--- config.mk ---
export PLATFORM = sky130hd
export DESIGN_NAME = md_step_sequencer
export DESIGN_NICKNAME = d
export VERILOG_FILES = /design/src/rtl/md_step_sequencer.sv
export SDC_FILE = /design/constraint.sdc
export NUM_CORES = 1
export LEC_CHECK = 0
export ABC_AREA = 1
export CORE_AREA = 8 8 123 125
export CTS_CLUSTER_DIAMETER = 200
export CTS_CLUSTER_SIZE = 20
export DETAILED_ROUTE_END_ITERATION = 10
export DIE_AREA = 0 0 131 133
export PLACE_DENSITY = 0.85
export SLEW_MARGIN = 40
export SYNTH_ARGS = -nofsm -noshare
export SYNTH_HDL_FRONTEND = slang
export SYNTH_SLANG_ARGS = --single-unit
--- constraint.sdc ---
create_clock -name clk -period 4.03 [get_ports clk]
set_input_delay 0.806 -clock clk [delete_from_list [all_inputs] [get_ports clk]]
set_output_delay 0.806 -clock clk [all_outputs]
set_load 0.1 [all_outputs]
--- src/rtl/md_step_sequencer.sv ---
`default_nettype none
// ============================================================================
//  Module      : md_step_sequencer
//  Description : Timestep controller for the range-limited force core.
//                Issues the force-core start burst, collects per-cell
//                read-complete status into a sticky mask, waits for the
//                filter buffers and force outputs to stay quiet, then hands
//                off to motion update.  Repeats for num_steps timesteps.
//  Revision    : 1.0  initial release
// ============================================================================
module md_step_sequencer #(
   parameter int NUM_CELLS    = 64,
   parameter int STEP_WIDTH   = 16,
   parameter int START_CYCLES = 4,
   parameter int DRAIN_CYCLES = 8
) (
   input  logic                  clk,
   input  logic                  rst,
   input  logic                  go,
   input  logic [STEP_WIDTH-1:0] num_steps,
   input  logic [NUM_CELLS-1:0]  reading_done,
   input  logic [NUM_CELLS-1:0]  filter_buffer_empty,
   input  logic [NUM_CELLS-1:0]  force_valid,
   input  logic                  mu_done,
   output logic                  start,
   output logic                  mu_start,
   output logic                  busy,
   output logic [STEP_WIDTH-1:0] step_count,
   output logic                  all_done
);

   // Counter widths: the start counter only has to reach START_CYCLES-1,
   // the quiet counter is allowed to reach DRAIN_CYCLES on the exit edge.
   localparam int SCW = (START_CYCLES > 1) ? $clog2(START_CYCLES) : 1;
   localparam int QW  = $clog2(DRAIN_CYCLES + 1);

   localparam logic [SCW-1:0] C_START_LAST = SCW'(START_CYCLES - 1);
   localparam logic [QW-1:0]  C_QUIET_LAST = QW'(DRAIN_CYCLES - 1);

   localparam logic [2:0] S_IDLE  = 3'd0;
   localparam logic [2:0] S_START = 3'd1;
   localparam logic [2:0] S_FORCE = 3'd2;
   localparam logic [2:0] S_DRAIN = 3'd3;
   localparam logic [2:0] S_MU    = 3'd4;
   localparam logic [2:0] S_NEXT  = 3'd5;

   logic [2:0]            r_state;
   logic [NUM_CELLS-1:0]  r_mask;
   logic [QW-1:0]         r_quiet;
   logic [SCW-1:0]        r_start_cnt;
   logic [STEP_WIDTH-1:0] r_num_steps;

   logic                  w_quiet;
   logic                  w_mask_full;
   logic [STEP_WIDTH-1:0] w_step_next;

   // Status decode: a cycle is quiet only if every buffer is empty and no
   // cell presents a valid force.
   always_comb begin
      w_quiet     = (&filter_buffer_empty) && !(|force_valid);
      w_mask_full = &r_mask;
      w_step_next = step_count + STEP_WIDTH'(1);
   end

   // Sequencer state, counters and registered outputs.
   always_ff @(posedge clk) begin
      if (!rst) begin
         r_state     <= S_IDLE;
         r_mask      <= '0;
         r_quiet     <= '0;
         r_start_cnt <= '0;
         r_num_steps <= '0;
         start       <= 1'b0;
         mu_start    <= 1'b0;
         busy        <= 1'b0;
         all_done    <= 1'b0;
         step_count  <= '0;
      end else begin
         // Pulses default low; each state raises them for a single cycle.
         mu_start <= 1'b0;
         all_done <= 1'b0;

         case (r_state)
            S_IDLE: begin
               if (go) begin
                  if (num_steps != '0) begin
                     r_num_steps <= num_steps;
                     step_count  <= '0;
                     r_mask      <= '0;
                     r_start_cnt <= '0;
                     start       <= 1'b1;
                     busy        <= 1'b1;
                     r_state     <= S_START;
                  end else begin
                     // Empty run: report completion without touching the core.
                     all_done <= 1'b1;
                  end
               end
            end

            S_START: begin
               r_mask <= r_mask | reading_done;
               if (r_start_cnt == C_START_LAST) begin
                  start   <= 1'b0;
                  r_state <= S_FORCE;
               end else begin
                  r_start_cnt <= r_start_cnt + SCW'(1);
               end
            end

            S_FORCE: begin
               r_mask <= r_mask | reading_done;
               // Decision uses the registered mask, so exit lags completion by one cycle.
               if (w_mask_full) begin
                  r_quiet <= '0;
                  r_state <= S_DRAIN;
               end
            end

            S_DRAIN: begin
               if (!w_quiet) begin
                  r_quiet <= '0;
               end else if (r_quiet == C_QUIET_LAST) begin
                  // This cycle completes the required quiet run.
                  r_quiet  <= r_quiet + QW'(1);
                  mu_start <= 1'b1;
                  r_state  <= S_MU;
               end else begin
                  r_quiet <= r_quiet + QW'(1);
               end
            end

            S_MU: begin
               // mu_start is still high in the first MU cycle; mu_done is ignored there.
               if (mu_done && !mu_start) begin
                  step_count <= w_step_next;
                  all_done   <= (w_step_next == r_num_steps);
                  r_state    <= S_NEXT;
               end
            end

            S_NEXT: begin
               if (step_count == r_num_steps) begin
                  busy    <= 1'b0;
                  r_state <= S_IDLE;
               end else begin
                  r_mask      <= '0;
                  r_start_cnt <= '0;
                  start       <= 1'b1;
                  r_state     <= S_START;
               end
            end

            default: begin
               start   <= 1'b0;
               busy    <= 1'b0;
               r_state <= S_IDLE;
            end
         endcase
      end
   end

endmodule
`default_nettype wire

-- Word level (Yosys, flattened, before mapping)
Index checks and enable logic that the tools add are counted.
- logic and storage cells: 97
- flip-flop bits (word level): 109
- output and inout bits: 20
- input bits: 212
- bitwise logic cells: 3
- add/sub/neg operators: 3
- equal/unequal tests: 19
- reduce and logical (&&, ||, !) cells: 25
- mux-type cells: 37
- operator list (cell ; count):
    2-to-1 mux 64 bit ; 3
    case mux 64 bit (3 select lines) ; 1
    AND reduction 64 bit ; 2
    bitwise OR 64 bit ; 1
    OR reduction 64 bit ; 1
    2-to-1 mux 16 bit ; 3
    == test 16 bit ; 2
    case mux 16 bit (2 select lines) ; 1
    2-to-1 mux 3 bit ; 7
    != test 2 bit, second input constant ; 10
    case mux 3 bit (6 select lines) ; 1
    adder 16 x 1 -> 16 bit, second input constant ; 1
    nonzero test 16 bit ; 1
    AND reduction 4 bit ; 3
    2-to-1 mux 1 bit ; 10
    AND reduction 5 bit ; 2
    2-to-1 mux 2 bit ; 4
    2-to-1 mux 4 bit ; 2
    case mux 4 bit (2 select lines) ; 1
    AND reduction 7 bit ; 1
    == test 3 x 2 -> 1 bit, second input constant ; 2
    == test 3 bit, second input constant ; 2
    case mux 2 bit (3 select lines) ; 1
    AND reduction 3 bit ; 2
    other kinds (18) ; 23

-- Depth between registers and ports, before layout
Gate-level depths: netlist of run 1.
- depth after elaboration: 5
- mapped depth: 13
- mapped depth without buffers: 13

-- Worst setup path before layout of run 1
Ideal clock, no wire load.
- kind: reg2reg
- start: reg step_count[0]
- end: reg all_done
- cell stages (with the launch flop): 11
- period minus slack after synthesis: 2443 ps
- arrival time: 2373 ps
- buffers on the path: 0
- data required time: 3960 ps
- slack: 1587 ps
- setup time: 70 ps
- path through: dfxtp_1 ha_1 nand2_1 nor2_2 nand2_1 nor2_1 xnor2_1 nand2_1 nor2_1 nand3_1 a21oi_1
- longest elaborated chain between the ends: 4
- ends and longest elaborated chain (item ; RTL line ; RTL):
    from (decl) ; 28 ; output logic [STEP_WIDTH-1:0] step_count,
    from (signal assigned) ; 136 ; step_count <= w_step_next;
    adder 16 x 1 -> 16 bit ; 62 ; w_step_next = step_count + STEP_WIDTH'(1);
    == test 16 bit ; 137 ; all_done <= (w_step_next == r_num_steps);
    2-to-1 mux 1 bit ; 135 ; if (mu_done && !mu_start) begin
    case mux 1 bit (2 select lines) ; 83 ; case (r_state)
    to (signal assigned) ; 137 ;
    to (decl) ; 29 ; output logic all_done
No other way between the ends.
A chain may end at the register's enable or synchronous reset.

-- Worst setup path after layout of run 1
- start: in num_steps[11]
- end: reg r_state[0]
- longest elaborated chain between the ends: 3
- ends and longest elaborated chain (item ; RTL line ; RTL):
    from (decl) ; 20 ; input logic [STEP_WIDTH-1:0] num_steps,
    nonzero test 16 bit ; 86 ; if (num_steps != '0) begin
    != test 2 bit (no line) ; - ;
    AND reduction 7 bit (no line) ; - ;
    to (signal assigned) ; 93 ; r_state <= S_START;
    to (signal assigned) ; 105 ; r_state <= S_FORCE;
    to (signal assigned) ; 116 ; r_state <= S_DRAIN;
    to (decl) ; 47 ; logic [2:0] r_state;
No other way between the ends.

==> flow_summary.toml, run 1 <==
[run_status]
status = "complete, no violations"

[critical_path]
critical_path.startpoint = "num_steps[11]"
cp_slowest_cell = "sky130_fd_sc_hd__buf_4"
cpPeakStageDelay_ns = 0.54
required_ns = 4.28
critical_path.top_delay_family = "simple AND/OR/NAND/NOR gates"
critical_path_buf_inv_count = 3
crit_arrival_ns = 2.95
critical_path_class = "in2reg"
cp-start-kind = "primary input"
critical_path_peak_fanout = 65
regToRegStartpoint = "step_count[13]"
worstPathCellList = "clkdlybuf4s50_1, nor2_1, nand2_1, nor2_1, nand2_1, nand2_1, nand2_2, buf_4, nand2_1, nor2_1, nand3_1, nand2_1, inv_1"
critical_path.most_common_cell = "sky130_fd_sc_hd__nand2_1"
critPathCaptureType = "register"

[sta]
worst_clock_skew_ns = 0.01370
setup_violations = 0
rsz0062_at_grt = "false"
slew_violations = 0
hold_viol_final = 0
totalNegativeSetupSlack_ns = 0
fmax_mhz = 370.7
timing.final.crit_share = 0.6694
period_minus_slack_ns = 2.698
timing.slew.headroom = 0.5479
max_slew.worst_pin.slew_ns = 0.6781

[floorplan]
initial_core_util = 0.4792
die_height_um = 133
floorplan.die_area_mm2 = 0.01742
chip_width_um = 131
placeableCoreArea_mm2 = 0.01309
rows = 42
ioPinCount = 232

[routing]
drt-wirelength-per-cell_um = 14.33
routed_via_density = 5.056
ant_nets = 0
drt_pre_antenna_iters = 5
drt_first_iter_violations = 556
drc_errors = 0
dr_total_vias = 6765
routed_wl_um = 19180

[logic_synthesis]
seq_area_frac_synth = 0.3480
synth_top_cells_by_area = "sky130_fd_sc_hd__dfxtp_1 35%, sky130_fd_sc_hd__nand2_1 15%, sky130_fd_sc_hd__a21oi_2 8.5%, sky130_fd_sc_hd__nor2_1 8.1%, sky130_fd_sc_hd__nand4_1 7.7%"
synth_warnings = 0
yosysUniqueCellTypes = 35
mappedNetlistNets = 1161
syn-cell-area_mm2 = 0.006270
synth_top_area_frac = 0.3480
postSynthAreaPerCell_um2 = 6.628
syn_inst = 946
yosys.area.top_type = "sky130_fd_sc_hd__dfxtp_1"
postSynthRegisterBits = 109

[cells_and_area]
total_of_fill_cells_in_the_finished_design = 1143
final_design_area_no_fill_mm2 = 0.008808
multiInputGateArea_mm2 = 0.003367
flip_flop_and_latch_area_mm2 = 0.002182
post_route_cells_drive_above_1_share = 0.1162
ant_cells = 0
area_delta_synth_final_pct = 40.49
numnets_final = 1372

[clocking]
cts.htree.levels = 3
post_cts_hold_buffer_count = 0
root_buffer = "sky130_fd_sc_hd__clkbuf_16"
cts.repair.resized = 0
post_cts_buffers = 0
clockBufferDepth = 2
tritoncts.num_buffers = 9
cts_sinks = 109
clock_latency_late_sink_ns = 0.36
tritoncts = "yes"
worst_setup_hold_path_clk_slew_ns = 0.08

[global_routing]
grt_max_degree = 69
grt_overall_usage = 0.2209
first_global_vias = 6656
grt_overflow = 0
antenna_violations_before_repair = 0
grt_pass1_wl_um = 31080

[placement]
global_placement_routability_congestion = 0.8760
placed_cell_area_mm2 = 0.008522
hpwlAfterDp_um = 14870
numPortBuffers = 231

[pwr]
pwr_density_cell_mw_per_mm2 = 551.4
total_leakage_power_nw = 3.416
worst_vdd_rail_ir_drop_mv = 0.4651

[worst_hold_path]
worst_hold_startpoint = "r_mask[0]"
timing.hold.worst.class = "reg2reg"

[run]
max-cap-violations = 0
through the flow:
stage          hold slack [ns]  setup slack [ns]  total power, mW  instances  utilization
3_5_place_dp            0.4467            0.9935            3.997       1322       0.6513
3_3_place_gp            0.4367             1.083            3.955       1322       0.6583
4_1_cts                 0.4584             1.343            4.870       1338       0.6732
5_1_grt                 0.4821             1.101            5.230       1338       0.6732
2_1_floorplan           0.4301             1.587            3.493        946            -
6_report                0.4590             1.332            4.857       1338       0.6732
state kept, by name, summed over array words and instances, names as in the netlist:
register / count
mu_start: 1
step_count: 16
r_mask: 64
busy: 1
r_num_steps: 16
r_state: 3
start: 1
all_done: 1
r_quiet: 4
r_start_cnt: 2
placed cells by master, fill, tap and decap left out, types with 4 or more instances in the layout:
| cell | n |
|---|---|
| sky130_fd_sc_hd__nand2_1 | 250 |
| sky130_fd_sc_hd__clkdlybuf4s50_1 | 211 |
| sky130_fd_sc_hd__nor2_1 | 136 |
| sky130_fd_sc_hd__inv_1 | 117 |
| sky130_fd_sc_hd__dfxtp_1 | 109 |
| sky130_fd_sc_hd__nand4_1 | 77 |
| sky130_fd_sc_hd__a21oi_2 | 60 |
| sky130_fd_sc_hd__a21oi_1 | 39 |
| sky130_fd_sc_hd__o21ai_0 | 31 |
| sky130_fd_sc_hd__nand3_1 | 26 |
| sky130_fd_sc_hd__buf_2 | 20 |
| sky130_fd_sc_hd__inv_2 | 18 |
| sky130_fd_sc_hd__clkbuf_16 | 9 |
| sky130_fd_sc_hd__xor2_1 | 7 |
| sky130_fd_sc_hd__nor2_2 | 6 |
| sky130_fd_sc_hd__and2_1 | 5 |
| sky130_fd_sc_hd__a211oi_1 | 4 |
| sky130_fd_sc_hd__buf_4 | 4 |
final cells by class:
| type | instances | share of cell area |
|---|---|---|
| Multi-Input combinational cell | 666 | 0.3822 |
| Timing Repair Buffer | 235 | 0.2545 |
| Sequential cell | 109 | 0.2477 |
| Inverter | 136 | 0.05795 |
| Clock buffer | 10 | 0.02599 |
| Tap cell | 176 | 0.02500 |
| Clock inverter | 6 | 0.006534 |
cells in the mapped netlist (all sizes together):
cell type,n
clkbuf,7
xor2,7
nand3b,2
ha,3
a211oi,4
o211ai,1
o21ai,32
and2,5
o21bai,1
nand3,29
a21oi,100
nand4,78
nand2,254
inv,135
dfxtp,109
xnor2,2
or2,1
clkinv,1
nor2,145
and3,1
buf,28
o31ai,1
final timing paths:
kind / endpoint / slack [ns] / cells after the start
worst min register to register: r_mask[0] / 0.46 / 2
worst max-delay path: r_state[0] / 1.33 / 13
worst min-delay path: r_mask[0] / 0.46 / 2
worst max register to register: r_mask[1] / 1.50 / 9
tightest hold or removal path, cell delays in order, from the launching register on:
cell,delay (ns)
sky130_fd_sc_hd__dfxtp_1,0.32
sky130_fd_sc_hd__inv_1,0.05
sky130_fd_sc_hd__a21oi_1,0.05
cell families after synthesis:
kind of cell / Yosys count / share of synthesized area
buf+inv: 171 / 0.1179
xor+xnor: 9 / 0.01257
flops: 109 / 0.3480
compound gates: 139 / 0.1503
fa+ha+maj: 3 / 0.005987
simple gates: 515 / 0.3652
report_power, final:
part | leakage [nW] | internal (mW) | switching [mW]
Combinational | 2.39 | 0.817 | 1.55
Clock | 0.138 | 0.434 | 0.434
Sequential | 0.892 | 1.40 | 0.223
layer usage:
metal | vias up | wire length, µm | track usage
met1 | 3002 | 7593 | 0.2490
met3 | 45 | 1345 | 0.05906
met5 | - | 0 | 0
li1 | 3463 | - | -
met4 | 0 | 603 | 0.08934
met2 | 255 | 9637 | 0.3816
Power figures use the tool's default switching activity.
==> run 2, diff against run 1 <==
- CORE_AREA: 8 8 123 125 -> 8 8 128 130
- DIE_AREA: 0 0 131 133 -> 0 0 136 138
- PLACE_DENSITY: 0.85 -> 0.79
- clock period: 4.03 -> 2.8 ns (I/O delays scaled with it)
==> run 2 against run 1 <==
  * Combinational power grew 53%
  * Sequential power rose by 44%
  * Clock skew down 0.0050 ns
  * Global-route usage down 2.3 points
  * Critical path type unchanged
  * Highest routed layer unchanged
==> flow_summary.toml, run 2 (synthesis results as in run 1) <==
[run_status]
status = "complete, no violations"

[clocking]
clock_latency_late_sink_ns = 0.36
tritoncts.num_buffers = 9
worst_setup_hold_path_clk_slew_ns = 0.07
post_cts_buffers = 0
root_buffer = "sky130_fd_sc_hd__clkbuf_16"
clockBufferDepth = 2
tritoncts = "yes"
post_cts_hold_buffer_count = 0
cts_sinks = 109
cts.repair.resized = 0
cts.htree.levels = 3

[cells_and_area]
ant_cells = 0
mostFrequentLayoutCell = "sky130_fd_sc_hd__nand2_1"
area_delta_synth_final_pct = 43.84
largest_register_ff_count = 64
registers.top_by_ff_count = "r_mask"
top_regs = "r_mask: 64 flops, r_num_steps: 16 flops, step_count: 16 flops"
layout.cells.most_common_list = "250 x sky130_fd_sc_hd__nand2_1, 211 x sky130_fd_sc_hd__clkdlybuf4s50_1, 136 x sky130_fd_sc_hd__nor2_1, 117 x sky130_fd_sc_hd__inv_1, 109 x sky130_fd_sc_hd__dfxtp_1"
post_route_cells_drive_above_1_share = 0.1238
numnets_final = 1381

[floorplan]
initial_core_util = 0.4380
ioPinCount = 232
chip_width_um = 136
placeableCoreArea_mm2 = 0.01431
floorplan.die_area_mm2 = 0.01877
rows = 44
die_height_um = 138

[placement]
global_placement_routability_congestion = 0.8896
hpwlAfterDp_um = 14980
numPortBuffers = 231

[critical_path]
worstPathCellList = "clkdlybuf4s50_1, nor2_1, nand2_1, nor2_1, nand2_1, nand2_1, nand2_2, buf_12, nand2_1, nor2_1, nand3_1, nand2_1, inv_1"
critical_path.top_delay_family = "simple AND/OR/NAND/NOR gates"
regToRegStartpoint = "step_count[1]"
critical_path.startpoint = "num_steps[12]"
critical_path_peak_fanout = 65
cpPeakStageDelay_ns = 0.49
cp_slowest_cell = "sky130_fd_sc_hd__clkdlybuf4s50_1"
crit_arrival_ns = 2.40
required_ns = 3.06
critical_path_buf_inv_count = 3
critPathCaptureType = "register"
cp-start-kind = "primary input"
critical_path_class = "in2reg"
critical_path.most_common_cell = "sky130_fd_sc_hd__nand2_1"

[sta]
worst_clock_skew_ns = 0.008699
fmax_mhz = 466.6
hold_viol_final = 0
period_minus_slack_ns = 2.143
setup_violations = 0
max_slew.worst_pin.slew_ns = 0.6643
rsz0062_at_grt = "false"
slew_violations = 0
timing.final.crit_share = 0.7654
timing.slew.headroom = 0.5571
totalNegativeSetupSlack_ns = 0

[global_routing]
grt_max_degree = 68
grt_overflow = 0
first_global_vias = 6541
grt_overall_usage = 0.1978
antenna_violations_before_repair = 0
grt_pass1_wl_um = 30660

[routing]
drc_errors = 0
routed_wl_um = 18930
drt_pre_antenna_iters = 5
ant_nets = 0
routed_via_density = 4.897
dr_total_vias = 6635
drt-wirelength-per-cell_um = 13.97
drt_first_iter_violations = 387

[pwr]
power_mw = 7.301
pwr_density_cell_mw_per_mm2 = 809.5
worst_vdd_rail_ir_drop_mv = 0.5247
total_leakage_power_nw = 3.502

[worst_hold_path]
timing.hold.worst.class = "reg2reg"
worst_hold_startpoint = "r_mask[1]"

[run]
max-cap-violations = 0
-- run 2: cell count changes in the layout (fill, tap and decap cells not counted), sizes merged --
cell	previous run	this run
buf	24	33
clkbuf	10	9
bufinv	0	1
-- run 2: metal layers --
layer,vias to the layer above,part of all wire,GRT usage
li1,3478,-,-
met1,2934,0.41,0.2256
met2,204,0.50,0.3448
met3,19,0.076,0.06087
met4,0,0.012,0.05610
met5,-,0,0
-- run 2: final timing paths --
path	endpoint	slack, ns	cells after the start
max	r_state[0]	0.66	13
min	r_mask[1]	0.45	2
max reg2reg	all_done	0.73	10
min reg2reg	r_mask[1]	0.45	2
-- run 2: area by class of cell --
class / count / area, µm²
inverters: 136 / 510.5
fillers: 1316 / 5295
clock buffers: 9 / 225.2
well taps: 184 / 230.2
repair buffers: 244 / 2422
clock inverters: 7 / 90.09
flip-flops and latches: 109 / 2182
multi-input cells: 666 / 3358
-- run 2: tightest hold or removal path, cell delays in order, from the launching register on --
cell,delay (ns)
sky130_fd_sc_hd__dfxtp_1,0.31
sky130_fd_sc_hd__inv_1,0.04
sky130_fd_sc_hd__a21oi_1,0.05
-- run 2: power by group --
part	switching, mW	internal, mW	leakage [nW]
registers	0.327	2.02	0.892
logic	2.24	1.36	2.46
clock network	0.629	0.716	0.153
total	3.20	4.10	3.50
-- run 2: through the flow --
stage	hold WS, ns	util	setup slack [ns]	std cells	area (µm²)
after floorplan	0.4301	-	0.3569	946	6270
after detailed placement	0.4418	0.6080	0.3130	1339	8703
after global routing	0.4753	0.6301	0.4697	1355	9019
final	0.4521	0.6301	0.6569	1355	9019
after global placement	0.4360	0.6080	0.3432	1339	8703
after CTS	0.4534	0.6301	0.6827	1355	9019
==> run 3, diff against run 2 <==
- CORE_AREA: 8 8 128 130 -> 8 8 133 135
- DIE_AREA: 0 0 136 138 -> 0 0 141 143
- PLACE_DENSITY: 0.79 -> 0.77
- clock period: 2.8 -> 1.7 ns (I/O delays scaled with it)
==> run 3 against run 2 <==
  * Design area is 16% higher
  * Non-clock buffer count grew 82
  * Critical endpoint is now r_mask[37]
  * The run now ends with setup timing left
  * Sequential share of layout area shrank 2.7 points
  * Final cell count grew 8.4%
  * Largest power group unchanged
==> flow_summary.toml, run 3 (synthesis results as in run 1) <==
[sta]
slew_violations = 0
timing.final.ws_setup_ns = -0.01250
timing.final.crit_share = 1.007
worst_clock_skew_ns = 0.01149
max_slew.worst_pin.slew_ns = 0.2971
rsz0062_at_grt = "true"
period_minus_slack_ns = 1.712
timing.slew.headroom = 0.7998
setup_violations = 3
hold_viol_final = 0
fmax_mhz = 583.9

[cells_and_area]
layout.cells.most_common_list = "237 x sky130_fd_sc_hd__nand2_1, 195 x sky130_fd_sc_hd__clkdlybuf4s50_1, 117 x sky130_fd_sc_hd__inv_1, 113 x sky130_fd_sc_hd__nor2_1, 87 x sky130_fd_sc_hd__dfxtp_1"
top_regs = "r_mask: 64 flops, r_num_steps: 16 flops, step_count: 16 flops"
layoutNonFillerInstCount = 1469
area_delta_synth_final_pct = 66.83
numnets_final = 1463
largest_register_ff_count = 64
mostFrequentLayoutCell = "sky130_fd_sc_hd__nand2_1"
registers.top_by_ff_count = "r_mask"
post_route_cells_drive_above_1_share = 0.2394
ant_cells = 0

[pwr]
power_mw = 13.85
pwr_density_cell_mw_per_mm2 = 1324
total_leakage_power_nw = 4.268
worst_vdd_rail_ir_drop_mv = 0.8602

[floorplan]
placeableCoreArea_mm2 = 0.01560
die_height_um = 143
chip_width_um = 141
initial_core_util = 0.4020
rows = 46
floorplan.die_area_mm2 = 0.02016
ioPinCount = 232

[clocking]
worst_setup_hold_path_clk_slew_ns = 0.08
cts.htree.levels = 3
tritoncts = "yes"
clock_latency_late_sink_ns = 0.37
clockBufferDepth = 2
root_buffer = "sky130_fd_sc_hd__clkbuf_16"
cts_sinks = 109
tritoncts.num_buffers = 9

[placement]
hpwlAfterDp_um = 16210
numPortBuffers = 231
global_placement_routability_congestion = 0.9366
placed_cells = 1440

[global_routing]
grt_max_degree = 42
first_global_vias = 7102
grt_pass1_wl_um = 33470
grt_overall_usage = 0.2046
grt_overflow = 0
antenna_violations_before_repair = 0

[routing]
routed_wl_um = 21750
ant_nets = 0
drt_pre_antenna_iters = 5
routed_via_density = 5.001
drt_first_iter_violations = 452
dr_total_vias = 7346
drt-wirelength-per-cell_um = 14.80
drc_errors = 0

[critical_path]
critical_path.most_common_cell = "sky130_fd_sc_hd__nand2_2"
cp-start-kind = "register"
worstPathCellList = "buf_6, inv_4, nand2_2, nand2_2, nor2_2, nand2_2, nor2_4, nand3_4, buf_6, clkbuf_16, nand4_1, a21oi_2"
cp-endpoint = "r_mask[37]"
critical_path_buf_inv_count = 4
required_ns = 1.96
critical_path.top_delay_family = "simple AND/OR/NAND/NOR gates"
cp.depth = 12
rr_worst_depth = 12
cp_slowest_cell = "sky130_fd_sc_hd__dfxtp_4"
critical_path.startpoint = "step_count[0]"
critical_path_peak_fanout = 20
crit_arrival_ns = 1.97
regToRegStartpoint = "step_count[0]"
critPathCaptureType = "register"
reg2reg_to = "r_mask[37]"
reg2reg_setup_slack_ns = -0.01
critical_path_class = "reg2reg"
cpPeakStageDelay_ns = 0.38

[run]
max-cap-violations = 0

[worst_hold_path]
timing.hold.worst.class = "in2reg"

[run_status]
failing_checks = "setup timing"
status = "finished with violations"
[run 3: routing by layer]
metal / track usage / part of all wire / up-vias
met3: 0.05309 / 0.057 / 45
met5: 0 / 0 / -
met4: 0.06674 / 0.023 / 0
li1: - / - / 3652
met2: 0.3693 / 0.52 / 247
met1: 0.2301 / 0.40 / 3402
[run 3: worst min-delay path by stage]
stage | startpoint | end | slack, ns | cells past startpoint
final | num_steps[14] | r_num_steps[14] | 0.32 | 3
after global routing | num_steps[0] | r_num_steps[0] | 0.36 | 3
after CTS | num_steps[2] | r_num_steps[2] | 0.42 | 3
after detailed placement | r_mask[2] | r_mask[2] | 0.44 | 2
after global placement | r_mask[1] | r_mask[1] | 0.44 | 2
after floorplan | r_mask[1] | r_mask[1] | 0.43 | 2
[run 3: area by class of cell]
| class | instances | area (µm²) |
|---|---|---|
| Clock buffer | 9 | 225.2 |
| Clock inverter | 7 | 110.1 |
| Fill cell | 1274 | 5137 |
| Inverter | 136 | 513.0 |
| Multi-Input combinational cell | 666 | 3592 |
| Sequential cell | 109 | 2250 |
| Tap cell | 216 | 270.3 |
| Timing Repair Buffer | 326 | 3500 |
[run 3: per-stage QoR]
step                instance area (µm²)  utilization  hold slack [ns]  TNS [ns]  worst slack [ns]
finish                            10460       0.6706           0.3171  -0.02508          -0.01250
global route                      10460       0.6706           0.3600    -3.321           -0.1125
CTS                               10160       0.6515           0.4196  -0.02314          -0.01064
detailed placement                 9623       0.6170           0.4410    -36.48           -0.4102
global placement                   9623       0.6170           0.4376    -31.86           -0.3614
floorplan                          6347            -           0.4301  -0.06022          -0.06022
[run 3: what timing repair did]
action,CTS,global route
buffers inserted,6,2
setup endpoints to repair,72,99
gates resized for setup,30,67
cloned,3,3
hold buffers,0,0
pin swaps,13,37
[run 3: where the power goes]
| part | total (mW) | internal (mW) | switching [mW] |
|---|---|---|---|
| registers | 3.89 | 3.35 | 0.542 |
| clock network | 2.35 | 1.22 | 1.13 |
| logic | 7.61 | 3.33 | 4.28 |
[run 3: tightest hold or removal path, stage by stage]
cell                             delay, ns
sky130_fd_sc_hd__dlymetal6s2s_1       0.10
sky130_fd_sc_hd__o21ai_0              0.09
sky130_fd_sc_hd__a21oi_1              0.11
